===== config.mk =====
export PLATFORM = sky130hd
export DESIGN_NAME = light_fade_pwm
export DESIGN_NICKNAME = d
export VERILOG_FILES = /design/src/rtl/light_fade_pwm.sv
export SDC_FILE = /design/constraint.sdc
export NUM_CORES = 1
export LEC_CHECK = 0
export CAP_MARGIN = 20
export CORE_AREA = 2 2 67 69
export CTS_CLUSTER_SIZE = 8
export DETAILED_ROUTE_END_ITERATION = 8
export DIE_AREA = 0 0 69 71
export MAX_ROUTING_LAYER = met4
export PLACE_DENSITY = 0.79
export SLEW_MARGIN = 0
export SYNTH_ARGS = -nofsm -noshare
export SYNTH_HDL_FRONTEND = slang
export SYNTH_SLANG_ARGS = --single-unit

===== constraint.sdc =====
create_clock -name i_clk -period 7.8 [get_ports i_clk]
set_input_delay 0.78 -clock i_clk [delete_from_list [all_inputs] [get_ports i_clk]]
set_output_delay 0.78 -clock i_clk [all_outputs]
set_load 0.1 [all_outputs]

===== src/rtl/light_fade_pwm.sv =====
// Lamp PWM output stage: maps the requested brightness level to a target duty and fades
// the applied duty toward it in fixed steps, updating only at PWM period boundaries.
module light_fade_pwm #(
  parameter int unsigned PWM_BITS     = 10,
  parameter int unsigned PWM_DIV      = 100,
  parameter int unsigned RAMP_PERIODS = 4,
  parameter int unsigned STEP         = 16,
  parameter int unsigned DUTY_L1      = 200,
  parameter int unsigned DUTY_L2      = 400,
  parameter int unsigned DUTY_L3      = 600,
  parameter int unsigned DUTY_L4      = 800
) (
  input  logic                i_clk,
  input  logic                i_reset,
  input  logic [2:0]          i_level,
  input  logic                i_force_off,
  output logic                o_pwm,
  output logic [PWM_BITS-1:0] o_duty,
  output logic                o_busy
);

  localparam int unsigned PRESC_W = (PWM_DIV > 1) ? $clog2(PWM_DIV) : 1;
  localparam int unsigned RAMP_W  = (RAMP_PERIODS > 1) ? $clog2(RAMP_PERIODS) : 1;
  localparam int unsigned EXT_W   = PWM_BITS + 1;

  localparam logic [PRESC_W-1:0]  PRESC_LAST = PRESC_W'(PWM_DIV - 1);
  localparam logic [RAMP_W-1:0]   RAMP_LAST  = RAMP_W'(RAMP_PERIODS - 1);
  localparam logic [PWM_BITS-1:0] CNT_MAX    = '1;
  localparam logic [EXT_W-1:0]    STEP_X     = EXT_W'(STEP);
  localparam logic [PWM_BITS-1:0] STEP_N     = PWM_BITS'(STEP);

  typedef enum logic [1:0] {
    ST_IDLE = 2'd0,
    ST_UP   = 2'd1,
    ST_DOWN = 2'd2
  } state_t;

  state_t              r_state;
  logic [PRESC_W-1:0]  r_presc;
  logic [PWM_BITS-1:0] r_cnt;
  logic [PWM_BITS-1:0] r_duty;
  logic [RAMP_W-1:0]   r_ramp;
  logic                r_pwm;

  logic                w_tick;
  logic                w_pend;
  logic [PWM_BITS-1:0] w_target;
  logic                w_below;
  logic                w_above;
  logic [EXT_W-1:0]    w_gap;
  logic                w_step_hit;
  logic [PWM_BITS-1:0] w_step_val;

  assign w_tick = (r_presc == PRESC_LAST);
  assign w_pend = w_tick && (r_cnt == CNT_MAX);

  // Requested level to target duty; force-off overrides everything
  always_comb begin
    w_target = '0;
    if (!i_force_off) begin
      case (i_level)
        3'd1:    w_target = PWM_BITS'(DUTY_L1);
        3'd2:    w_target = PWM_BITS'(DUTY_L2);
        3'd3:    w_target = PWM_BITS'(DUTY_L3);
        3'd4:    w_target = PWM_BITS'(DUTY_L4);
        default: w_target = '0;
      endcase
    end
  end

  // Distance to target is computed one bit wider so a step can never wrap past it
  always_comb begin
    w_below    = (r_duty < w_target);
    w_above    = (r_duty > w_target);
    w_gap      = w_below ? ({1'b0, w_target} - {1'b0, r_duty})
                         : ({1'b0, r_duty} - {1'b0, w_target});
    w_step_hit = (w_gap <= STEP_X);
    w_step_val = w_below ? (r_duty + STEP_N) : (r_duty - STEP_N);
  end

  // Prescaler and PWM period counter
  always_ff @(posedge i_clk or negedge i_reset) begin
    if (!i_reset) begin
      r_presc <= '0;
      r_cnt   <= '0;
      r_pwm   <= 1'b0;
    end else begin
      r_pwm <= (r_cnt < r_duty);
      if (w_tick) begin
        r_presc <= '0;
        r_cnt   <= r_cnt + PWM_BITS'(1);
      end else begin
        r_presc <= r_presc + PRESC_W'(1);
      end
    end
  end

  // Fade FSM, advanced only at period ends so the applied pulse never glitches
  always_ff @(posedge i_clk or negedge i_reset) begin
    if (!i_reset) begin
      r_state <= ST_IDLE;
      r_duty  <= '0;
      r_ramp  <= '0;
    end else if (w_pend) begin
      if (i_force_off) begin
        r_state <= ST_IDLE;
        r_duty  <= '0;
        r_ramp  <= '0;
      end else begin
        case (r_state)
          ST_IDLE: begin
            r_ramp <= '0;
            if (w_below)      r_state <= ST_UP;
            else if (w_above) r_state <= ST_DOWN;
          end
          default: begin
            if (!w_below && !w_above) begin
              r_state <= ST_IDLE;
              r_ramp  <= '0;
            end else begin
              // Direction follows the live target; ramp phase survives a reversal
              r_state <= w_below ? ST_UP : ST_DOWN;
              if (r_ramp == RAMP_LAST) begin
                r_ramp <= '0;
                if (w_step_hit) begin
                  r_duty  <= w_target;
                  r_state <= ST_IDLE;
                end else begin
                  r_duty <= w_step_val;
                end
              end else begin
                r_ramp <= r_ramp + RAMP_W'(1);
              end
            end
          end
        endcase
      end
    end
  end

  assign o_pwm  = r_pwm;
  assign o_duty = r_duty;
  assign o_busy = i_reset && (r_duty != w_target);

endmodule


Word level (Yosys, flattened, before mapping)
Index checks and enable logic that the tools add are counted.

word-level totals
  output and inout port bits = 12
  memories = 0
  bits in latches = 0
  bits in registers = 32
  word-level logic and storage cells = 59
  bits in read-only memories = 0
  input bits = 6
  memory bits (writable) = 0

cells by class
  muxes and demuxes = 22
  add/subtract/negate cells = 7
  order comparisons = 4
  $mul = 0
  shifts and indexed selects = 0
  reductions and logical operators = 9
  bitwise logic cells = 0
  div/mod/pow operators = 0
  eq/ne operators = 11

operators with widths
  cell                                                                     count
  10-bit two-way mux                                                       7
  10-bit one-hot mux with 4 select lines                                   1
  2-bit two-way mux                                                        12
  10-bit by 10-bit subtractor with 11-bit output                           2
  10-bit < comparator                                                      2
  11-bit by 5-bit <= comparator with 1-bit output (second input constant)  1
  11-bit two-way mux                                                       1
  10-bit by 1-bit adder with 10-bit output (second input constant)         1
  10-bit by 5-bit adder with 10-bit output (second input constant)         1
  10-bit equality test (second input constant)                             1
  10-bit > comparator                                                      1
  10-bit != test                                                           1
  10-bit by 5-bit subtractor with 10-bit output (second input constant)    1
  7-bit by 1-bit adder with 7-bit output (second input constant)           1
  7-bit equality test (second input constant)                              1
  7-bit two-way mux                                                        1
  3-bit by 2-bit equality test with 1-bit output (second input constant)   2
  2-bit != test (second input constant)                                    2
  4-bit != test (second input constant)                                    1
  4-bit AND reduction                                                      1
  3-bit by 1-bit equality test with 1-bit output (second input constant)   1
  3-bit equality test (second input constant)                              1
  1-bit logical AND                                                        3
  2-bit by 1-bit adder with 2-bit output (second input constant)           1
  other kinds (5)                                                          6

Logic depth before layout (Yosys ltp)
Gate-level depths: netlist of run 1.

  depth after elaboration = 11
  gate-level depth with buffers = 19
  depth with buffers taken out = 17

Worst setup path before layout of run 1
Ideal clock, no wire load.

  path type = input to output
  start = input port i_force_off
  end = output port o_busy
  arrival = 3.808 ns
  data required time = 7.020 ns
  buffers on the path = 2
  path slack = 3.212 ns
  stages on the path = 8
  cells stage by stage = clkbuf_1 or4b_2 o21ai_0 ha_1 clkbuf_1 nand3_1 nor2_1 nor2b_1

on the way
  longest elaborated chain between the ends = 3

RTL lines
  element             line  RTL
  start: declaration  16    input logic i_force_off,
  10-bit two-way mux  60    if (!i_force_off) begin
  10-bit != test      143   assign o_busy = i_reset && (r_duty != w_target);
  1-bit logical AND   143
  end: declaration    19    output logic o_busy

Every way passes these cells.

Worst setup path after layout of run 1
Same ends and word-level chain as after synthesis.

==> results.sh, run 1 <==
export IMPL_rsz0062_at_grt="no"
export IMPL_relSlewSlack_pct=35.5
export IMPL_synth_yosys_warnings=0
export IMPL_worstSetupStartpointType="input pin"
export IMPL_synthTopCellsByArea="dfrtp_1 30%, ha_1 16%, xnor2_1 5.8%"
export IMPL_drt_iter0_markers=107
export IMPL_gr_total_overflow=0
export IMPL_h_tree_depth=2
export IMPL_critPathKind="in -> out"
export IMPL_die_area_mm2=0.00490
export IMPL_synth_area_mm2=0.00241
export IMPL_synth_cells=272
export IMPL_crit_required_ns=7.02
export IMPL_grt_pass1_vias=1972
export IMPL_clk_pin_slew_ns=0.06
export IMPL_async_flop_share_pct=100
export IMPL_min_from="r_presc[0]"
export IMPL_ys_top_cells_by_count="30 x ha_1, 29 x dfrtp_1, 22 x nand2_1"
export IMPL_antenna_found_initial=0
export IMPL_post_cts_setup_buffer_count=0
export IMPL_finalNetCount=321
export IMPL_num_rows=24
export IMPL_ys_flop_type="dfrtp_1"
export IMPL_dp_cells=328
export IMPL_clk_latency_ns=0.28
export IMPL_chipWidth_um=69
export IMPL_grt_max_degree=31
export IMPL_powerDensity_mw_per_mm2=141
export IMPL_cts_buffers=5
export IMPL_drc=0
export IMPL_wirelength_mm=4.93
export IMPL_finalCritPeriodShare_pct=64.6
export IMPL_worst_pin_slew_ns=0.965
export IMPL_ir_drop_mv=0.126
export IMPL_end_kind="output pin"
export IMPL_port_buffers=14
export IMPL_clockRootBuffer="clkbuf_8"
export IMPL_die_height_um=71
export IMPL_drv_cap=0
export IMPL_finClkSkew_ns=0.00280
export IMPL_p_leak_uw=0.00123
export IMPL_coreArea_mm2=0.00420
export IMPL_synthToLayoutAreaGrowth_pct=10.8
export IMPL_ys_types=46
export IMPL_drt_pass1_iterations=4
export IMPL_hold_viol=0
export IMPL_clock_sinks=29
export IMPL_report_final_slew_viol_count=0
export IMPL_yosysTopAreaCell="dfrtp_1"
export IMPL_path_cells="clkdlybuf4s50_1 > or4b_2 > inv_1 > a21oi_1 > inv_1 > ha_1 > nand3_1 > nor2_1 > nor2b_1 > clkdlybuf4s50_1"
export IMPL_hold_depth=1
export IMPL_setup_violations=0
export IMPL_pwr_share_seq_pct=40.0
export IMPL_cts_buffer_depth=2
export IMPL_drive_above_1_share_pct=5.63
export IMPL_r2r_start="o_duty[3]"
export IMPL_fmax_mhz=198
export IMPL_run_status="complete, no violations"
export IMPL_min_path_type="reg -> reg"
export IMPL_setup_tns_ns=0
export IMPL_vias_per_cell=5.65
export IMPL_dp_final_hpwl_mm=3.87
export IMPL_synth_most_common_cell="ha_1"
export IMPL_initial_core_util_pct=57.4
export IMPL_switching_power_uw=98.3
export IMPL_pin_count=18
export IMPL_synth_edf_count=0
export IMPL_num_vias=1899
export IMPL_ant_nets=0
export IMPL_arrival_ns=4.26
export IMPL_combPwrFrac_pct=17.1
export IMPL_worst_path_largest_cell_delay_ns=1.14
export IMPL_ys_seq_elements=29
export IMPL_crit_fanout=9
export IMPL_grt_usage_pct=22.6
export IMPL_clkPwrFrac_pct=42.9
export IMPL_cts_tree="built"
export IMPL_p_int_uw=278
export IMPL_synth_seq_area_share_pct=30.1
export IMPL_reg2reg_slack_ns=4.40
export IMPL_cts_hold_buf=0
export IMPL_synth_area_per_cell_um2=8.86
export IMPL_gp_congestion=0.891
export IMPL_period_minus_slack_ns=5.04
export IMPL_crit_start="i_force_off"
export IMPL_wl_per_cell_um=14.7
export IMPL_grt_pass1_wl_mm=8.78
export IMPL_cp_slowest_cell="clkdlybuf4s50_1"
export IMPL_netSwitchingFraction_pct=26.1
export IMPL_r2r_end="o_duty[9]"
export IMPL_instances_no_fill=336
export IMPL_cts_resized=0
export IMPL_n_antenna_cell=0
export IMPL_whs_endpoint="r_presc[0]"
export IMPL_rr_worst_depth=16
export IMPL_synth_top_cell_area_share_pct=30.1
power by group through the flow:
stage          clock (µW)  combinational, µW  sequential (µW)
3_5_place_dp            0               63.9              153
3_3_place_gp            0               63.3              153
4_1_cts               165               64.2              150
2_1_floorplan           0               49.8              153
5_1_grt               171               70.5              150
6_report              161               64.3              150
registers in the layout (all words and copies together) (netlist names):
register	flops
o_pwm	1
r_state	2
r_cnt	10
o_duty	7
r_ramp	2
r_presc	7
stage by stage:
stage | area [µm²] | hold slack [ns] | total power, µW | setup WS (ns) | util (%)
3_3_place_gp | 2550 | 0.449 | 217 | 2.84 | 60.7
4_1_cts | 2670 | 0.481 | 379 | 2.77 | 63.6
2_1_floorplan | 2420 | 0.423 | 203 | 3.21 | -
6_report | 2670 | 0.473 | 376 | 2.76 | 63.6
5_1_grt | 2670 | 0.494 | 392 | 2.61 | 63.6
3_5_place_dp | 2550 | 0.472 | 217 | 2.70 | 60.7
placed cells by master, fill, tap and decap left out, types with 8 or more instances in the layout:
master	netlist	layout
dfrtp_1	29	29
clkdlybuf4s50_1	0	14
xor2_1	8	8
nand2_1	22	22
xnor2_1	16	16
ha_1	30	30
nor2_1	19	19
inv_1	19	19
o21ai_0	12	12
nand3_1	10	10
a21oi_1	19	19
final cells by class:
| type | count | area [µm²] |
|---|---|---|
| Multi-Input combinational cell | 213 | 1540 |
| Fill cell | 359 | 1530 |
| Sequential cell | 29 | 726 |
| Timing Repair Buffer | 15 | 148 |
| Clock buffer | 6 | 82.6 |
| Inverter | 19 | 71.3 |
| Tap cell | 52 | 65.1 |
| Clock inverter | 2 | 37.5 |
logic make-up (layout without fill, tap and decap cells):
| family | Yosys count | in the layout | share of synthesized area, % |
|---|---|---|---|
| buf+inv | 32 | 42 | 6.23 |
| fa+ha+maj | 32 | 32 | 17.2 |
| mux | 8 | 8 | 3.48 |
| flops | 29 | 29 | 30.1 |
| simple gates | 88 | 88 | 18.5 |
| compound gates | 58 | 58 | 15.6 |
| other cells | 1 | 3 | 0.156 |
| xor+xnor | 24 | 24 | 8.72 |
worst max path at each step:
stage / cells past startpoint / end / slack, ns
final: 10 / o_busy / 2.76
after global routing: 8 / o_busy / 2.61
after CTS: 10 / o_busy / 2.77
after detailed placement: 18 / o_duty[9] / 2.70
after global placement: 10 / o_busy / 2.84
after floorplan: 8 / o_busy / 3.21
layer usage:
layer | wire (µm) | track usage (%) | up-vias
met5 | 0 | - | -
met4 | 60 | 6.75 | 0
met3 | 147 | 3.99 | 6
met2 | 2480 | 39.2 | 30
met1 | 2240 | 27.1 | 901
li1 | - | - | 962
worst max-delay path, delay by kind of cell:
family | cells | cell delay [ns]
compound gates | 1 | 0.07
fa+ha+maj | 1 | 0.32
buf+inv | 4 | 1.91
simple gates | 4 | 1.17
(Power assumes the default switching activity.)
==> inputs of run 2 (changes only) <==
==> constraint.sdc (replaced) <==
create_clock -name i_clk -period 5.2 [get_ports i_clk]
set_input_delay 0.52 -clock i_clk [delete_from_list [all_inputs] [get_ports i_clk]]
set_output_delay 0.52 -clock i_clk [all_outputs]
set_load 0.1 [all_outputs]
==> run 2 against run 1 <==
  * Non-clock buffer count rose by 1
  * Global-route usage grew 0.87 points
  * Highest routed layer unchanged
  * Cell count is 0.30% higher
  * Count of clock-buffer cells in the layout did not move
  * Register-to-register slack got worse by 2.6 ns
  * Utilization shrank 0.77 points
  * Sequential share of layout area increased by 0.33 points
  * Setup slack worse by 2.0 ns
  * Routed wire length grew 3.0%
  * Critical path type is now in -> reg
  * Clock skew up 0.0038 ns
==> results.sh, run 2 (synthesis gave the netlist of run 1 again) <==
export IMPL_cts_hold_buf=0
export IMPL_relSlewSlack_pct=35.2
export IMPL_layout_common_cells="30 x ha_1, 29 x dfrtp_1, 22 x nand2_1"
export IMPL_worst_path_largest_cell_delay_ns=0.69
export IMPL_whs_endpoint="r_presc[0]"
export IMPL_drv_cap=0
export IMPL_clk_latency_ns=0.28
export IMPL_num_rows=24
export IMPL_cp_slowest_cell="or4b_2"
export IMPL_vias_per_cell=5.75
export IMPL_gr_total_overflow=0
export IMPL_crit_family="compound AO/OA/AOI/OAI gates"
export IMPL_r2r_end="o_duty[9]"
export IMPL_report_final_slew_viol_count=0
export IMPL_rsz0062_at_grt="no"
export IMPL_finalNetCount=322
export IMPL_clk_pin_slew_ns=0.06
export IMPL_chipWidth_um=69
export IMPL_rr_worst_depth=16
export IMPL_finClkSkew_ns=0.00658
export IMPL_initial_core_util_pct=57.4
export IMPL_layout_commonest_cell="ha_1"
export IMPL_gp_congestion=0.967
export IMPL_powerDensity_mw_per_mm2=189
export IMPL_finalCritPeriodShare_pct=85.1
export IMPL_crit_buf_inv=4
export IMPL_drt_pass1_iterations=4
export IMPL_ant_nets=0
export IMPL_final_util_pct=62.8
export IMPL_fillers=388
export IMPL_grt_max_degree=31
export IMPL_cts_resized=0
export IMPL_setup_violations=0
export IMPL_n_antenna_cell=0
export IMPL_cts_tree="built"
export IMPL_wl_per_cell_um=15.1
export IMPL_period_minus_slack_ns=4.42
export IMPL_min_path_type="reg -> reg"
export IMPL_port_buffers=14
export IMPL_min_from="r_presc[0]"
export IMPL_drt_iter0_markers=76
export IMPL_grt_usage_pct=23.5
export IMPL_arrival_ns=4.63
export IMPL_grt_pass1_vias=1959
export IMPL_worstSetupStartpointType="input pin"
export IMPL_multi_input_area_mm2=0.00154
export IMPL_dp_final_hpwl_mm=3.98
export IMPL_crit_fanout=8
export IMPL_top_register="r_cnt"
export IMPL_drc=0
export IMPL_largest_register_ff_count=10
export IMPL_critPathKind="in -> reg"
export IMPL_wirelength_mm=5.07
export IMPL_end_kind="flop"
export IMPL_drive_above_1_share_pct=5.96
export IMPL_h_tree_depth=2
export IMPL_cts_buffer_depth=2
export IMPL_regArea_um2=726
export IMPL_coreArea_mm2=0.00420
export IMPL_num_vias=1939
export IMPL_cts_buffers=5
export IMPL_post_cts_setup_buffer_count=0
export IMPL_die_area_mm2=0.00490
export IMPL_ir_drop_mv=0.175
export IMPL_dp_cells=329
export IMPL_instances_no_fill=337
export IMPL_crit_required_ns=5.40
export IMPL_hold_depth=1
export IMPL_path_common_cell="a21oi_1"
export IMPL_p_leak_uw=0.00122
export IMPL_synthToLayoutAreaGrowth_pct=9.50
export IMPL_r2r_start="o_duty[3]"
export IMPL_setup_tns_ns=0
export IMPL_hold_viol=0
export IMPL_path_cells="clkdlybuf4s50_1 > or4b_2 > inv_1 > a21oi_1 > inv_1 > ha_1 > a21oi_1 > and2_1 > a21boi_2 > inv_1 > ha_1 > a21o_1 > a21oi_1 > o21bai_1 > a21oi_1 > xnor2_1 > mux2i_1 > o21ai_0"
export IMPL_layout_setup_ws_ns=0.776
export IMPL_run_status="complete, no violations"
export IMPL_reg2reg_slack_ns=1.78
export IMPL_pin_count=18
export IMPL_fmax_mhz=226
export IMPL_place_ws_ns=0.527
export IMPL_worst_pin_slew_ns=0.969
export IMPL_die_height_um=71
export IMPL_grt_pass1_wl_mm=8.86
export IMPL_antenna_found_initial=0
export IMPL_clockRootBuffer="clkbuf_8"
export IMPL_clock_sinks=29
## run 2: changes by cell type in the layout (fill, tap and decap cells not counted)
cell and delta:
clkinv_2 +2, clkbuf_1 +1, clkbuf_8 -1, bufinv_16 -1
buf_4 +2, clkinvlp_4 -1, clkdlybuf4s50_1 -1
## run 2: worst max path at each step
stage	from	end	slack, ns	cells past startpoint
after floorplan	i_force_off	o_busy	1.13	8
after CTS	i_level[1]	o_duty[9]	0.81	18
after global placement	i_force_off	o_duty[9]	0.68	18
after global routing	i_level[1]	o_duty[9]	0.50	18
after detailed placement	i_level[1]	o_duty[9]	0.53	18
final	i_level[1]	o_duty[9]	0.78	18
## run 2: per-stage QoR
| stage | hold slack [ns] | power [µW] | instance area, µm² |
|---|---|---|---|
| after floorplan | 0.224 | 304 | 2420 |
| after global placement | 0.445 | 326 | 2560 |
| after detailed placement | 0.453 | 328 | 2560 |
| after CTS | 0.467 | 505 | 2640 |
| after global routing | 0.483 | 525 | 2640 |
| final | 0.460 | 499 | 2640 |
## run 2: layout make-up
class / instances / share of cell area [%]
Timing Repair Buffer: 16 / 5.78
Sequential cell: 29 / 27.5
Clock inverter: 2 / 0.379
Clock buffer: 6 / 2.75
Multi-Input combinational cell: 213 / 58.4
Tap cell: 52 / 2.46
Inverter: 19 / 2.70
## run 2: metal layers
layer / vias to the layer above / share of wire (%) / track usage (%)
met5: - / 0 / -
met2: 45 / 49 / 40.8
met1: 906 / 43 / 26.3
li1: 971 / - / -
met3: 17 / 3.7 / 3.85
met4: 0 / 3.9 / 11.5
## run 2: power by group
group          switching (µW)  internal, µW  leakage [µW]
Combinational            62.0          36.0      0.000794
Sequential           0.000202           226      0.000380
Clock                    83.1          92.4     0.0000450
Total                     145           354       0.00122
==> variant 1 (settings of run 1) <==
The 3 states of `state_t` get a one-hot encoding in 3 bits.
--- a/src/rtl/light_fade_pwm.sv
+++ b/src/rtl/light_fade_pwm.sv
@@ -31,6 +31,6 @@
 
-  typedef enum logic [1:0] {
-    ST_IDLE = 2'd0,
-    ST_UP   = 2'd1,
-    ST_DOWN = 2'd2
+  typedef enum logic [2:0] {
+    ST_IDLE = 3'b001,
+    ST_UP   = 3'b010,
+    ST_DOWN = 3'b100
   } state_t;
Behaviour: no difference found for any inputs over 10 cycles, from zero or initial values and one cycle with i_reset low; not proved beyond that.
==> variant 1 against run 1 <==
Wire length rose by 21%. Cell count rose by 2.7%. Design area grew 6.3%. Worst setup slack got worse by 0.35 ns. Combinational power is 21% higher. Power down 2.1%. Count of clock-buffer cells in the layout is the same. Area after synthesis rose by 7.7%. Via count rose by 13%. Sequential cell count increased by 1. Sequential power increased by 4%. Critical endpoint unchanged.
==> variant 1: results (changes against run 1) <==
The per-cell via count in the routed design came out at 6.22 (was 5.65). The filler cell count in the final layout came out at 339 (was 359). The worst reg2reg path depth is 13 (was 16). The met1 routed wirelength after detailed routing came out at 2.61 mm (was 2.24 mm). The pin count of the biggest net entering global routing came out at 32 (was 31).

Run status: finished clean (unchanged). The total number of nets in the final design is 330 (was 321). The deepest level of the CTS H-tree is 2 (unchanged). The final weighted congestion in routability-driven placement is 0.919 (was 0.891). The count of distinct cell types in the synthesized netlist is 64 (was 46).

The largest voltage drop on the vdd net came out at 116 uV (was 126 uV). The portion of synthesized cell area occupied by the leading cell type is 27.9% (was 30.1%). The wire length per cell after detailed routing is 17.3 microns (was 14.7 microns).

Main area contributors after synthesis: dfrtp_1, ha_1, xnor2_1, nand2_1, inv_1 (was dfrtp_1, ha_1, xnor2_1, a21oi_1, nand2_1). The worst hold slack is 0.472 ns (was 0.473 ns). The total leakage power is 1.27 nW (was 1.23 nW). The depth of the worst hold-timing path was 2 (was 1).

The reg2reg setup slack came out at 4.02 ns (was 4.40 ns). The post-synthesis instance total is 278 (was 272). The worst path arrival time came out at 4.61 ns (was 4.26 ns). The clock root buffer is clkbuf_8 (unchanged). The detailed route wirelength on metal2 came out at 2.94 mm (was 2.48 mm). The met3 layer wire length in the routed design was 315 microns (was 147 microns). The global-route track usage on met2 came to 43.8% (was 39.2%). The area after detailed placement is 0.00275 sq mm (was 0.00255 sq mm). Most instantiated cells after synthesis: ha_1, dfrtp_1, nand2_1 (unchanged). The launch instance of the worst register-to-register path is o_duty[5]$_DFFE_PN0P_ (was o_duty[3]$_DFFE_PN0P_). The hold path endpoint is r_state[0]$_DFFE_PN1P_ (was r_presc[0]$_DFF_PN0_).

The pre-CTS setup slack came out at 2.43 ns (was 2.70 ns). The global-route track usage on met3 came to 5.41% (was 3.99%). The overall track demand over capacity in global routing was 26.5% (was 22.6%). The number of placed cells counting well taps is 337 (was 328). The total of buffers placed on input and output ports came out at 14 (unchanged).

The share of final-layout standard cells stronger than drive strength 1 is 8.87% (was 5.63%). The slack of the critical path was 2.41 ns (was 2.76 ns). The most common flop cell mapped by yosys was dfrtp_1 (unchanged). The final antenna diode count came out at 0 (unchanged).

The met1 track demand over resource in global routing came out at 32.9% (was 27.1%). The worst clock skew on the final layout came out at 0.00958 ns (was 0.00280 ns). The HPWL after detailed placement came out at 4.41 mm (was 3.87 mm).

The critical hold path startpoint is r_state[0]$_DFFE_PN1P_ (was r_presc[0]$_DFF_PN0_). The number of vias after detailed routing came out at 2145 (was 1899). The proportion of synthesized chip area in sequential cells is 28.9% (was 30.1%). The total setup buffers inserted after CTS came to 0 (unchanged). The wire length of the first global-routing pass was 10.1 mm (was 8.78 mm). The worst-case headroom to the max-slew limit is 34.1% (was 35.5%).

The DRC marker count from the first detailed-route iteration came out at 194 (was 107).
[variant 1: cell families after synthesis]
family / share of synthesized area (%)
AOI/OAI and AO/OA: 22.1
xor gates and xnor gates: 7.76
adders and majority gates: 16.0
buffers and inverters: 5.68
DFF: 29.0
muxes: 1.20
other: 0.144
and+or+nand+nor: 18.2
[variant 1: cell type report]
cell class	count	area (sq um)	share of cell area [%]
clock buffers	6	82.6	2.91
clock inverters	2	12.5	0.441
inverters	20	75.1	2.64
multi-input cells	220	1710	60.0
flip-flops and latches	30	752	26.5
well taps	52	65.1	2.29
repair buffers	15	148	5.20
[variant 1: where the power goes]
group / switching (mW) / internal, mW
Sequential: 0.0000700 / 0.156
Clock: 0.0633 / 0.0708
Combinational: 0.0530 / 0.0251
[variant 1: critical path, stage by stage]
cell and delay, ns:
clkdlybuf4s50_1 0.60, or4b_2 0.77, o21ai_0 0.20, ha_1 0.38, nand2_1 0.19, nor3_1 0.59
nor2b_1 0.10, clkdlybuf4s50_1 0.99
==> variant 2 (flow settings as in run 1) <==
Without the edit above. `RAMP_PERIODS`: 4 -> 8.
--- a/src/rtl/light_fade_pwm.sv
+++ b/src/rtl/light_fade_pwm.sv
@@ -5,3 +5,3 @@
   parameter int unsigned PWM_DIV      = 100,
-  parameter int unsigned RAMP_PERIODS = 4,
+  parameter int unsigned RAMP_PERIODS = 8,
   parameter int unsigned STEP         = 16,
Function: same outputs for any inputs over 10 cycles, from zero or initial values and one cycle with i_reset low; that may be too few to reach the edited logic, so the function may still have changed.
==> variant 2 against run 1 <==
Clock skew up 0.0023 ns. Sequential cell count up 1. Fmax up 2.6%. Cell count up 2.4%. Area after synthesis up 7.2%. Worst hold slack worse by 0.016 ns. Wire length up 12%. Worst setup slack better by 0.13 ns. Highest routed layer unchanged. Design area up 5.4%. Largest cell class unchanged. Critical endpoint unchanged. Power up 6.8%. Utilization up 3.5 points.
==> variant 2: results (changes against run 1) <==
The final cell area excluding filler cells is 0.00282 sq mm (was 0.00267 sq mm). The worst clock skew on the final layout is 0.00510 ns (was 0.00280 ns). The met1 track demand over resource in global routing came out at 31.4% (was 27.1%). Run status: finished clean (unchanged).

The per-cell via count in the routed design came out at 6.01 (was 5.65). The final antenna diode count came out at 0 (unchanged). The launch instance of the worst register-to-register path was o_duty[5]$_DFFE_PN0P_ (was o_duty[3]$_DFFE_PN0P_). The number of vias after detailed routing came out at 2066 (was 1899). The worst hold slack is 0.457 ns (was 0.473 ns).

The number of resized instances in the post-cts repair step came out at 0 (unchanged). The post-synthesis instance total came to 283 (was 272). The met3 layer wire length in the routed design is 260 microns (was 147 microns). The pin count of the biggest net entering global routing came out at 32 (was 31). The DRC marker count from the first detailed-route iteration is 148 (was 107).

The reg2reg setup slack came out at 4.31 ns (was 4.40 ns). The total iterations of the first detailed-routing run came out at 4 (unchanged). The depth of the worst hold-timing path was 1 (unchanged).

The met1 routed wirelength after detailed routing came out at 2.43 mm (was 2.24 mm). The worst reg2reg path depth was 13 (was 16). The worst-case headroom to the max-slew limit came to 34.5% (was 35.5%). The via count of the first global-routing pass is 2097 (was 1972). The largest voltage drop on the vdd net came out at 142 uV (was 126 uV).

The total leakage power came out at 1.28 nW (was 1.23 nW). The largest driver fanout on the critical path is 10 (was 9). The area after detailed placement was 0.00271 sq mm (was 0.00255 sq mm). The wire length per cell after detailed routing is 16.1 microns (was 14.7 microns). The overall track demand over capacity in global routing came out at 25.3% (was 22.6%). The detailed route wirelength on metal2 came out at 2.72 mm (was 2.48 mm). The worst path arrival time is 4.13 ns (was 4.26 ns).

Most instantiated cells after synthesis: ha_1, dfrtp_1, inv_1 (was ha_1, dfrtp_1, nand2_1). The final weighted congestion in routability-driven placement came out at 0.931 (was 0.891). The count of distinct cell types in the synthesized netlist came out at 59 (was 46).

The total number of nets in the final design is 331 (was 321). The proportion of synthesized chip area in sequential cells came out at 29.1% (was 30.1%). The share of final-layout standard cells stronger than drive strength 1 was 5.48% (was 5.63%). The filler cell count in the final layout came out at 335 (was 359). The dominant delay contributor by cell family on the critical path is buffers and inverters (unchanged). The number of placed cells counting well taps came to 337 (was 328).

The pre-CTS setup slack is 2.91 ns (was 2.70 ns). The wire length of the first global-routing pass is 9.60 mm (was 8.78 mm). The post-route antenna net violation count came out at 0 (unchanged). The highest cell delay on the worst timing path came out at 0.96 ns (was 1.14 ns).

The ratio of final minimum period to clock period is 63.0% (was 64.6%). Main area contributors after synthesis: dfrtp_1, ha_1, xnor2_1, inv_1, a21oi_1 (was dfrtp_1, ha_1, xnor2_1, a21oi_1, nand2_1). The HPWL after detailed placement was 4.16 mm (was 3.87 mm).

The global-route track usage on met2 came to 41.5% (was 39.2%). The global-route track usage on met3 came to 4.27% (was 3.99%).
[variant 2: layout make-up]
type | count | area share [%]
well taps | 52 | 2.31
flip-flops and latches | 30 | 26.6
multi-input cells | 216 | 58.6
inverters | 24 | 3.20
repair buffers | 15 | 5.24
clock buffers | 6 | 2.93
clock inverters | 1 | 1.07
[variant 2: power breakdown]
part	internal, mW	switching, mW	total [mW]	leakage [nW]
clock	0.102	0.0551	0.157	0.0573
combinational	0.0300	0.0575	0.0875	0.837
sequential	0.156	0.00104	0.157	0.380
[variant 2: cell families (layout without fill, tap and decap cells)]
kind of cell	after synthesis	in the layout	share of synthesized area, %
other cells	1	3	0.145
buf+inv	39	46	7.31
flops	30	30	29.1
simple gates	81	81	18.1
xor+xnor	21	21	7.12
mux	1	1	0.436
fa+ha+maj	33	33	16.6
compound gates	77	77	21.3
